`src/rtl/bcd_stopwatch_2dig_if.sv`:
```
// Control/status bundle for bcd_stopwatch_2dig. The down input exists only when
// UPDOWN_EN is defined.
interface bcd_stopwatch_2dig_if;
   logic       start;
   logic       stop;
   logic       clear;
`ifdef UPDOWN_EN
   logic       down;
`endif
   logic [3:0] D0;
   logic [3:0] D1;
   logic       running;
   logic       tick;
   logic       ovf;

`ifdef UPDOWN_EN
   modport master (
      output start, stop, clear, down,
      input  D0, D1, running, tick, ovf
   );
   modport slave (
      input  start, stop, clear, down,
      output D0, D1, running, tick, ovf
   );
`else
   modport master (
      output start, stop, clear,
      input  D0, D1, running, tick, ovf
   );
   modport slave (
      input  start, stop, clear,
      output D0, D1, running, tick, ovf
   );
`endif
endinterface

```
`src/rtl/bcd_stopwatch_2dig.sv`:
```
// Two-digit BCD stopwatch (00-99) with a TICK_DIV prescaler and start/stop/clear control.
// Define UPDOWN_EN to add bus.down for BCD down counting with borrow.
module bcd_stopwatch_2dig #(
   parameter int unsigned TICK_DIV = 50_000_000,
   parameter bit          WRAP     = 1'b1
) (
   input logic                 clk,
   input logic                 reset,
   bcd_stopwatch_2dig_if.slave bus
);
   localparam int unsigned   PW       = $clog2(TICK_DIV);
   localparam logic [PW-1:0] PRE_LAST = PW'(TICK_DIV - 1);

   localparam logic [1:0] ST_IDLE  = 2'd0;
   localparam logic [1:0] ST_RUN   = 2'd1;
   localparam logic [1:0] ST_PAUSE = 2'd2;

   logic [1:0]    state_q, state_d;
   logic [PW-1:0] pre_q, pre_d;
   logic [3:0]    d0_q, d0_d;
   logic [3:0]    d1_q, d1_d;
   logic          ovf_q, ovf_d;
   logic          tick;
   logic          down;
   logic          at_end;

`ifdef UPDOWN_EN
   assign down = bus.down;
`else
   assign down = 1'b0;
`endif

   // Reset is folded in so a step discarded by reset never shows as a tick.
   assign tick = (state_q == ST_RUN) && (pre_q == PRE_LAST) &&
                 !bus.stop && !bus.clear && !reset;

   assign at_end = down ? ((d1_q == 4'd0) && (d0_q == 4'd0))
                        : ((d1_q == 4'd9) && (d0_q == 4'd9));

   always_comb begin
      state_d = state_q;
      pre_d   = pre_q;
      d0_d    = d0_q;
      d1_d    = d1_q;
      ovf_d   = 1'b0;
      if (bus.clear) begin
         state_d = ST_IDLE;
         pre_d   = '0;
         d0_d    = 4'd0;
         d1_d    = 4'd0;
      end else if (bus.stop) begin
         if (state_q == ST_RUN) state_d = ST_PAUSE;
      end else if (bus.start && (state_q != ST_RUN)) begin
         // Resuming keeps the held prescaler value.
         state_d = ST_RUN;
      end else if (tick) begin
         pre_d = '0;
         if (at_end) begin
            ovf_d = 1'b1;
            if (WRAP) begin
               d0_d = down ? 4'd9 : 4'd0;
               d1_d = down ? 4'd9 : 4'd0;
            end else begin
               state_d = ST_PAUSE;
            end
         end else if (down) begin
            if (d0_q == 4'd0) begin
               d0_d = 4'd9;
               d1_d = d1_q - 4'd1;
            end else begin
               d0_d = d0_q - 4'd1;
            end
         end else begin
            if (d0_q == 4'd9) begin
               d0_d = 4'd0;
               d1_d = d1_q + 4'd1;
            end else begin
               d0_d = d0_q + 4'd1;
            end
         end
      end else if (state_q == ST_RUN) begin
         pre_d = pre_q + PW'(1);
      end
   end

   always_ff @(posedge clk) begin
      if (reset) begin
         state_q <= ST_IDLE;
         pre_q   <= '0;
         d0_q    <= 4'd0;
         d1_q    <= 4'd0;
         ovf_q   <= 1'b0;
      end else begin
         state_q <= state_d;
         pre_q   <= pre_d;
         d0_q    <= d0_d;
         d1_q    <= d1_d;
         ovf_q   <= ovf_d;
      end
   end

   assign bus.D0      = d0_q;
   assign bus.D1      = d1_q;
   assign bus.running = (state_q == ST_RUN);
   assign bus.tick    = tick;
   assign bus.ovf     = ovf_q;
endmodule

```
`src/flat_wrapper.sv`:
```
// flat-port wrapper written by rule: the top's interface ports become plain ports
module bcd_stopwatch_2dig_flat 
#(
   parameter int unsigned TICK_DIV = 50_000_000,
   parameter bit          WRAP     = 1'b1
)
  (clk, reset, bus_start, bus_stop, bus_clear, bus_D0, bus_D1, bus_running, bus_tick, bus_ovf);
  bcd_stopwatch_2dig_if bus_i ();
  input logic clk;
  input logic reset;
  input wire logic [$bits(bus_i.start)-1:0] bus_start;
  input wire logic [$bits(bus_i.stop)-1:0] bus_stop;
  input wire logic [$bits(bus_i.clear)-1:0] bus_clear;
  output wire logic [$bits(bus_i.D0)-1:0] bus_D0;
  output wire logic [$bits(bus_i.D1)-1:0] bus_D1;
  output wire logic [$bits(bus_i.running)-1:0] bus_running;
  output wire logic [$bits(bus_i.tick)-1:0] bus_tick;
  output wire logic [$bits(bus_i.ovf)-1:0] bus_ovf;
  assign bus_i.start = bus_start;
  assign bus_i.stop = bus_stop;
  assign bus_i.clear = bus_clear;
  assign bus_D0 = bus_i.D0;
  assign bus_D1 = bus_i.D1;
  assign bus_running = bus_i.running;
  assign bus_tick = bus_i.tick;
  assign bus_ovf = bus_i.ovf;
  bcd_stopwatch_2dig #(.TICK_DIV(TICK_DIV), .WRAP(WRAP)) u_core (.clk(clk), .reset(reset), .bus(bus_i));
endmodule
```
`config.mk`:
```
export PLATFORM = sky130hd
export DESIGN_NAME = bcd_stopwatch_2dig_flat
export DESIGN_NICKNAME = d
export VERILOG_FILES = /design/src/rtl/bcd_stopwatch_2dig_if.sv /design/src/rtl/bcd_stopwatch_2dig.sv /design/src/flat_wrapper.sv
export SDC_FILE = /design/constraint.sdc
export NUM_CORES = 1
export LEC_CHECK = 0
export BUFFER_PORTS_ARGS = -buffer_cell sky130_fd_sc_hd__clkbuf_2
export CORE_MARGIN = 1
export CORE_UTILIZATION = 50
export CTS_CLUSTER_SIZE = 8
export DETAILED_ROUTE_END_ITERATION = 8
export PLACE_DENSITY = 0.74
export SYNTH_ARGS = -nofsm -noshare
export SYNTH_HDL_FRONTEND = slang
export SYNTH_SLANG_ARGS = --single-unit
```
`constraint.sdc`:
```
create_clock -name clk -period 2.2 [get_ports clk]
set_input_delay 0.44 -clock clk [delete_from_list [all_inputs] [get_ports clk]]
set_output_delay 0.44 -clock clk [all_outputs]
set_load 0.05 [all_outputs]
```
Word-level counts from Yosys, hierarchy flattened
Cells that the tools add are included.

word-level totals
  latch bits = 0
  output and inout port bits = 11
  bits in registers = 37
  word-level logic and storage cells = 45
  memories kept = 0
  bits in writable memories = 0
  memory bits (read-only) = 0
  bits of input ports = 5

cells by class
  muxes and demuxes = 10
  bitwise gates (word level) = 3
  $add $sub $neg = 3
  divide/modulo/power cells = 0
  magnitude comparators = 0
  reductions and logical operators = 18
  equal/unequal tests = 6
  $mul = 0
  shift-type cells = 0

operator list
  operator               count
  $mux 26                2
  $add 26x1->26 const B  1
  $eq 26x26->1 const B   1
  $mux 4                 4
  $add 4x1->4 const B    2
  $eq 4x4->1 const B     2
  $logic_and 1x1->1      6
  $mux 2                 3
  $reduce_and 3->1       2
  $reduce_bool 2->1      3
  $reduce_or 5->1        1
  $ne 2x1->1 const B     2
  $reduce_and 4->1       1
  $logic_not 1->1        3
  $not 1->1              3
  $eq 2x1->1 const B     1
  $reduce_and 2->1       1
  $reduce_or 2->1        1
  $mux 1                 1

Logic depth before layout (Yosys ltp)
Gate-level depths: netlist of run 1.

  depth in word-level cells = 7
  mapped depth = 8
  depth with buffers taken out = 6

Least setup slack after synthesis of run 1
No wires, ideal clock.

  path type = input-to-reg
  start = input port bus_clear
  end = register u_core.pre_q[22]
  path slack = -0.122 ns
  arrival time = 2.208 ns
  data required time = 2.085 ns
  cell stages on the path = 7
  path through = or2_2 or4_4 nor3_4 or2_1 buf_4 buf_6 nor2_1

between the ends
  cells in the longest elaborated chain, start to end = 5
  elaborated cells on any way between the ends = 7

RTL lines
  item                                 RTL line                  text
  start: declaration                   flat_wrapper.sv:13        input wire logic [$bits(bus_i.clear)-1:0] bus_clear;
  $logic_not 1->1 (*)                  bcd_stopwatch_2dig.sv:35  !bus.stop && !bus.clear && !reset;
  $logic_and 1x1->1 (*) (2 in series)  bcd_stopwatch_2dig.sv:35
  named net bus_tick                   flat_wrapper.sv:17        output wire logic [$bits(bus_i.tick)-1:0] bus_tick;
  $reduce_bool 2->1 (no line)          -
  $reduce_and 3->1 (no line)           -
  end signal: assignment               bcd_stopwatch_2dig.sv:95  pre_q <= pre_d;
  end: declaration                     bcd_stopwatch_2dig.sv:19  logic [PW-1:0] pre_q, pre_d;

The timed path passes the listed nets; every way through them passes the cells marked *.
A chain may end at the register's enable or synchronous reset.

Worst setup path in the final report of run 1
  start = register u_core.pre_q[18]
  end = output port bus_tick

between the ends
  cells in the longest elaborated chain, start to end = 5

RTL lines
  item                             RTL line                  text
  $eq 26x26->1                     bcd_stopwatch_2dig.sv:34  assign tick = (state_q == ST_RUN) && (pre_q == PRE_LAST) &&
  $logic_and 1x1->1 (2 in series)  bcd_stopwatch_2dig.sv:34
  $logic_and 1x1->1 (2 in series)  bcd_stopwatch_2dig.sv:35
  end: declaration                 flat_wrapper.sv:17

Every way passes these cells.

==> results.sh, run 1 <==
export IMPL_cts_root_buf="clkbuf_4"
export IMPL_dp_hpwl_um=2600
export IMPL_final_cell_area_um2=2140
export IMPL_ys_seq_elements=37
export IMPL_end_kind="output pin"
export IMPL_routed_via_density=5.36
export IMPL_ys_seq_area_frac=0.413
export IMPL_clkLatencyLatePin_ns=0.34
export IMPL_synthTopCellsByArea="dfxtp_1, xor2_1, nor2_1"
export IMPL_total_leakage_power_nw=0.795
export IMPL_io_pins=16
export IMPL_critical_path_class="flop to output pin"
export IMPL_antenna_found_initial=0
export IMPL_cts_tree="built"
export IMPL_synthDistinctLibCells=44
export IMPL_grt_overflow=0
export IMPL_cts_inserted_buffers=5
export IMPL_syn_area_per_cell_um2=8.43
export IMPL_synthesis_area_um2=1800
export IMPL_fin_ws_ns=-0.00712
export IMPL_antenna_left=0
export IMPL_initial_utilization=0.530
export IMPL_crit_path_start_kind="flop"
export IMPL_yosys_area_share_adder=0.0209
export IMPL_drt_iter0_markers=73
export IMPL_nets=254
export IMPL_coreArea_um2=3390
export IMPL_drv_slew=0
export IMPL_ys_warn_count=0
export IMPL_critPathMaxFanout=2
export IMPL_fp_dieH_um=61.9
export IMPL_dr_pass1_iters=5
export IMPL_synth_largest_area_cell="dfxtp_1"
export IMPL_setup_viol=1
export IMPL_gr_usage_all_layers=0.221
export IMPL_ctsHtreeMaxLevel=2
export IMPL_n_fill_cell=317
export IMPL_drc=0
export IMPL_fmax_mhz=453
export IMPL_area_growth_pct=19.0
export IMPL_dieWidth_um=61.9
export IMPL_crit_arrival_ns=1.77
export IMPL_slew_headroom=0.671
export IMPL_grt_max_degree=21
export IMPL_hold_violations=0
export IMPL_cts_sinks=37
export IMPL_synth_compound_area_share=0.0669
export IMPL_grt_pass1_vias=1367
export IMPL_vdd_drop_max_v=0.000444
export IMPL_period_needed_ns=2.21
export IMPL_synthMuxAreaShare=0.00557
export IMPL_gp_congestion=0.891
export IMPL_required_ns=1.76
export IMPL_synth_top_family_by_area="simple AND/OR/NAND/NOR gates"
export IMPL_clockBufferDepth=2
export IMPL_placed_area_um2=2020
export IMPL_fin_skew_ns=0.00826
export IMPL_antenna_cells=0
export IMPL_worst_pin_slew_ns=0.488
export IMPL_routedWlPerCell_um=12.4
export IMPL_period_share=1.00
export IMPL_final_layout_size_suffix_gt1_frac=0.247
export IMPL_drt_wl_total_um=3630
export IMPL_synth_xor_area_share=0.112
export IMPL_clkSlewWorstSetupHoldPaths_ns=0.11
export IMPL_postSynthCellCount=213
export IMPL_tns_ns=-0.00712
export IMPL_hold_path_class="input pin to flop"
export IMPL_via_count=1570
export IMPL_io_buffers=15
export IMPL_violations="setup timing"
export IMPL_grt_pass1_wl_um=6140
export IMPL_synthSimpleGateAreaFrac=0.346
export IMPL_rows=21
export IMPL_synth_top_cell_area_share=0.413
export IMPL_pwr_density_cell_nw_per_um2=491
export IMPL_drv_cap=0
export IMPL_rsz0062_at_grt="true"
export IMPL_synth_nets=221
export IMPL_dieArea_um2=3830
export IMPL_outcome="finished, violations left"
==> kinds of logic after synthesis <==
group / count (synthesis)
AO/OA/AOI/OAI: 20
XOR/XNOR: 23
adder cells (fa/ha/maj): 3
buffers and inverters: 14
flip-flops: 37
multiplexers: 1
AND/OR/NAND/NOR: 115
==> power by group <==
group	internal (mW)	switching (mW)
registers	0.670	0.000929
clock network	0.122	0.221
logic	0.0156	0.0193
==> timing repair <==
| action | in CTS | in global routing |
|---|---|---|
| endpoints found under the setup margin | 1 | 3 |
| pin swaps | 3 | 3 |
| buffers inserted | 1 | 2 |
| resized for setup | 8 | 7 |
| endpoints found under the hold margin | 0 | 0 |
| hold buffers | 0 | 0 |
==> sequential cells by signal, summed over array words and instances (netlist names) <==
register,flops
u_core.pre_q,26
u_core.bus.D0,4
u_core.bus.D1,4
u_core.state_q,2
u_core.bus.ovf,1
==> area by class of cell <==
cell class | instances | area, um2 | share of cell area
well taps | 46 | 57.6 | 0.0269
flip-flops and latches | 37 | 751 | 0.351
clock buffers | 6 | 41.3 | 0.0193
clock inverters | 2 | 10.0 | 0.00468
inverters | 6 | 22.5 | 0.0105
multi-input cells | 162 | 1010 | 0.475
repair buffers | 34 | 240 | 0.112
==> critical path: stages, from the launching register on <==
cell and delay, ns:
dfxtp_2 0.34, nand2b_4 0.14, or4_4 0.53, nor3_4 0.24, buf_8 0.18
==> cell usage after synthesis, drive strengths merged <==
cell type / number
nor2: 31
nand3b: 2
or3: 3
xor2: 18
nand2: 15
or3b: 1
nor3: 8
dfxtp: 37
o211a: 1
and4: 2
nand3: 18
nor4: 5
nor2b: 4
o31ai: 1
nor4b: 1
mux2i: 1
and3: 4
nor3b: 1
a311oi: 1
clkbuf: 3
and3b: 1
a21o: 1
ha: 3
and2: 1
nand4: 9
or4: 3
inv: 6
buf: 5
o21ai: 3
a311o: 1
a21oi: 11
a31oi: 1
xnor2: 5
nand2b: 2
or2: 4
==> path summary, 6_finish.rpt <==
path / from / endpoint / slack (ns) / depth (start not counted)
worst max-delay path: u_core.pre_q[18] / bus_tick / -0.007 / 4
worst min-delay path: bus_start / u_core.state_q[0] / 0.44 / 5
worst max register to register: u_core.pre_q[22] / u_core.bus.D1[0] / 0.19 / 7
worst min register to register: u_core.pre_q[12] / u_core.pre_q[12] / 0.49 / 1
==> per-stage QoR <==
step	hold WS, ns	cells	utilization	power (mW)	setup slack, ns
floorplan	0.462	213	-	0.707	-0.0470
detailed placement	0.478	282	0.596	0.722	0.0561
finish	0.437	293	0.630	1.05	-0.00712
global placement	0.482	282	0.596	0.722	0.0555
CTS	0.429	291	0.620	1.06	-0.0514
global route	0.443	293	0.630	1.09	-0.0700
==> routing by layer <==
metal,wire length [um],global-route usage
met2,1790,0.359
met1,1700,0.286
met5,0,0
met4,32,0.0762
met3,110,0.0559
==> cell usage in the layout, fill, tap and decap left out, drive strengths merged, types with 3 or more instances in the layout <==
cell / Yosys / final
a21oi: 11 / 11
and3: 4 / 4
buf: 5 / 20
clkbuf: 3 / 20
dfxtp: 37 / 37
ha: 3 / 3
inv: 6 / 6
nand2: 15 / 15
nand3: 18 / 18
nand4: 9 / 9
nor2: 31 / 31
nor2b: 4 / 4
nor3: 8 / 8
nor4: 5 / 5
o21ai: 3 / 3
or2: 4 / 4
or3: 3 / 3
or4: 3 / 3
xnor2: 5 / 5
xor2: 18 / 18
No activity file was read; power rests on OpenSTA's default activity.
==> run 2, diff against run 1 <==
==> constraint.sdc (replaced) <==
create_clock -name clk -period 2.2 [get_ports clk]
set_input_delay 0.44 -clock clk [delete_from_list [all_inputs] [get_ports clk]]
set_output_delay 0.44 -clock clk [all_outputs]
set_load 0.01 [all_outputs]
==> run 2 against run 1 <==
The flow still finishes with violations (setup timing). Sequential share of layout area grew 0.54 points. Hold slack lost 0.055 ns. Combinational power shrank 22%. Non-clock buffer count shrank 2. Sequential cell count is the same. Largest power group unchanged. Clock-buffer cell count shrank 1. Total power grew 9.9%. Setup slack lost 0.024 ns. Via count is the same.
==> results.sh, run 2 (synthesis gave the netlist of run 1 again) <==
export IMPL_antenna_left=0
export IMPL_reg2regPathDepth=7
export IMPL_largest_reg_flops=26
export IMPL_required_ns=1.76
export IMPL_cts_hold_buf=0
export IMPL_multi_input_comb_area_um2=998
export IMPL_rsz0062_at_grt="true"
export IMPL_final_layout_size_suffix_gt1_frac=0.221
export IMPL_n_fill_cell=288
export IMPL_io_buffers=15
export IMPL_antenna_found_initial=0
export IMPL_io_pins=16
export IMPL_drt_iter0_markers=126
export IMPL_setup_viol=1
export IMPL_grt_max_degree=21
export IMPL_critical_path_class="flop to output pin"
export IMPL_rows=21
export IMPL_via_count=1570
export IMPL_drc=0
export IMPL_clkLatencyLatePin_ns=0.34
export IMPL_clkSlewWorstSetupHoldPaths_ns=0.09
export IMPL_drt_wl_total_um=3600
export IMPL_cts_root_buf="clkbuf_4"
export IMPL_outcome="finished, violations left"
export IMPL_final_cell_area_um2=2100
export IMPL_routed_via_density=5.41
export IMPL_hold_violations=0
export IMPL_crit_path_start_kind="flop"
export IMPL_final_util=0.621
export IMPL_period_share=1.01
export IMPL_total_leakage_power_nw=0.786
export IMPL_cts_sinks=37
export IMPL_tns_ns=-0.0308
export IMPL_worstReg2RegEnd="u_core.bus.D1[0]"
export IMPL_dieArea_um2=3830
export IMPL_fin_skew_ns=0.0178
export IMPL_drv_slew=0
export IMPL_cts_tree="built"
export IMPL_grt_pass1_wl_um=6040
export IMPL_gr_usage_all_layers=0.215
export IMPL_coreArea_um2=3390
export IMPL_grt_overflow=0
export IMPL_pwr_density_cell_nw_per_um2=548
export IMPL_dieWidth_um=61.9
export IMPL_layout_common_cells="dfxtp_1, nor2_1, nand3_1, xor2_1, buf_4"
export IMPL_r2r_start="u_core.pre_q[23]"
export IMPL_vdd_drop_max_v=0.000401
export IMPL_holdPathStages=3
export IMPL_crit_arrival_ns=1.79
export IMPL_seq_area_um2=751
export IMPL_hold_path_class="input pin to flop"
export IMPL_initial_utilization=0.530
export IMPL_finalPower_mw=1.15
export IMPL_fmax_mhz=448
export IMPL_placed_area_um2=1960
export IMPL_holdCritStartpoint="bus_stop"
export IMPL_top_register="u_core.pre_q"
export IMPL_ctsHtreeMaxLevel=2
export IMPL_whs_endpoint="u_core.state_q[1]"
export IMPL_grt_pass1_vias=1380
export IMPL_area_growth_pct=17.2
export IMPL_routedWlPerCell_um=12.4
export IMPL_regToRegSetupSlack_ns=0.24
export IMPL_slew_headroom=0.738
export IMPL_clockBufferDepth=2
export IMPL_fp_dieH_um=61.9
export IMPL_final_common_cell="dfxtp_1"
export IMPL_placed_cells=276
export IMPL_end_kind="output pin"
export IMPL_period_needed_ns=2.23
export IMPL_worst_pin_slew_ns=0.389
export IMPL_nets=252
export IMPL_layout_cells_non_filler=290
export IMPL_antenna_cells=0
export IMPL_gp_congestion=0.848
export IMPL_violations="setup timing"
export IMPL_critPathMaxFanout=6
export IMPL_cts_inserted_buffers=5
export IMPL_dp_hpwl_um=2480
export IMPL_dr_pass1_iters=4
export IMPL_drv_cap=0
export IMPL_fin_ws_ns=-0.0308
==> run 2: how the worst max path moves through the flow <==
stage                           start  slack [ns]          endpoint
global placement            bus_clear        0.11          bus_tick
floorplan                   bus_clear        0.19  u_core.pre_q[22]
detailed placement          bus_clear        0.10          bus_tick
global route         u_core.pre_q[23]        -0.1          bus_tick
CTS                  u_core.pre_q[20]       -0.02          bus_tick
finish              u_core.state_q[0]       -0.03          bus_tick
==> run 2: timing repair <==
item | CTS | global route
pin swaps | 3 | 3
buffers inserted | 7 | 0
gates resized for setup | 8 | 2
setup endpoints to repair | 1 | 2
==> run 2: area by class of cell <==
cell class	count	share of cell area
Timing Repair Buffer	32	0.0963
Sequential cell	37	0.357
Multi-Input combinational cell	162	0.474
Tap cell	46	0.0273
Clock inverter	2	0.0166
Clock buffer	5	0.0178
Inverter	6	0.0107
==> run 2: routing by layer <==
| layer | up-vias | part of all wire | GRT usage |
|---|---|---|---|
| met5 | - | 0 | 0 |
| met4 | 0 | 0.0075 | 0.0635 |
| met3 | 4 | 0.052 | 0.0704 |
| met2 | 36 | 0.46 | 0.343 |
| met1 | 732 | 0.48 | 0.278 |
| li1 | 798 | - | - |
==> run 2: worst max-delay path, stage by stage (launching register included) <==
cell,delay (ns)
dfxtp_2,0.36
or3b_4,0.42
or2_4,0.30
nor3_4,0.22
buf_2,0.16
==> run 2: power by group <==
group | switching, mW | internal [mW]
clock network | 0.224 | 0.232
registers | 0.000886 | 0.669
logic | 0.0163 | 0.0106
total | 0.241 | 0.911
==> run 2: per-stage QoR <==
step | hold WS [ns] | setup WS [ns]
floorplan | 0.462 | 0.186
global route | 0.384 | -0.0965
detailed placement | 0.470 | 0.101
global placement | 0.490 | 0.106
finish | 0.381 | -0.0308
CTS | 0.375 | -0.0211
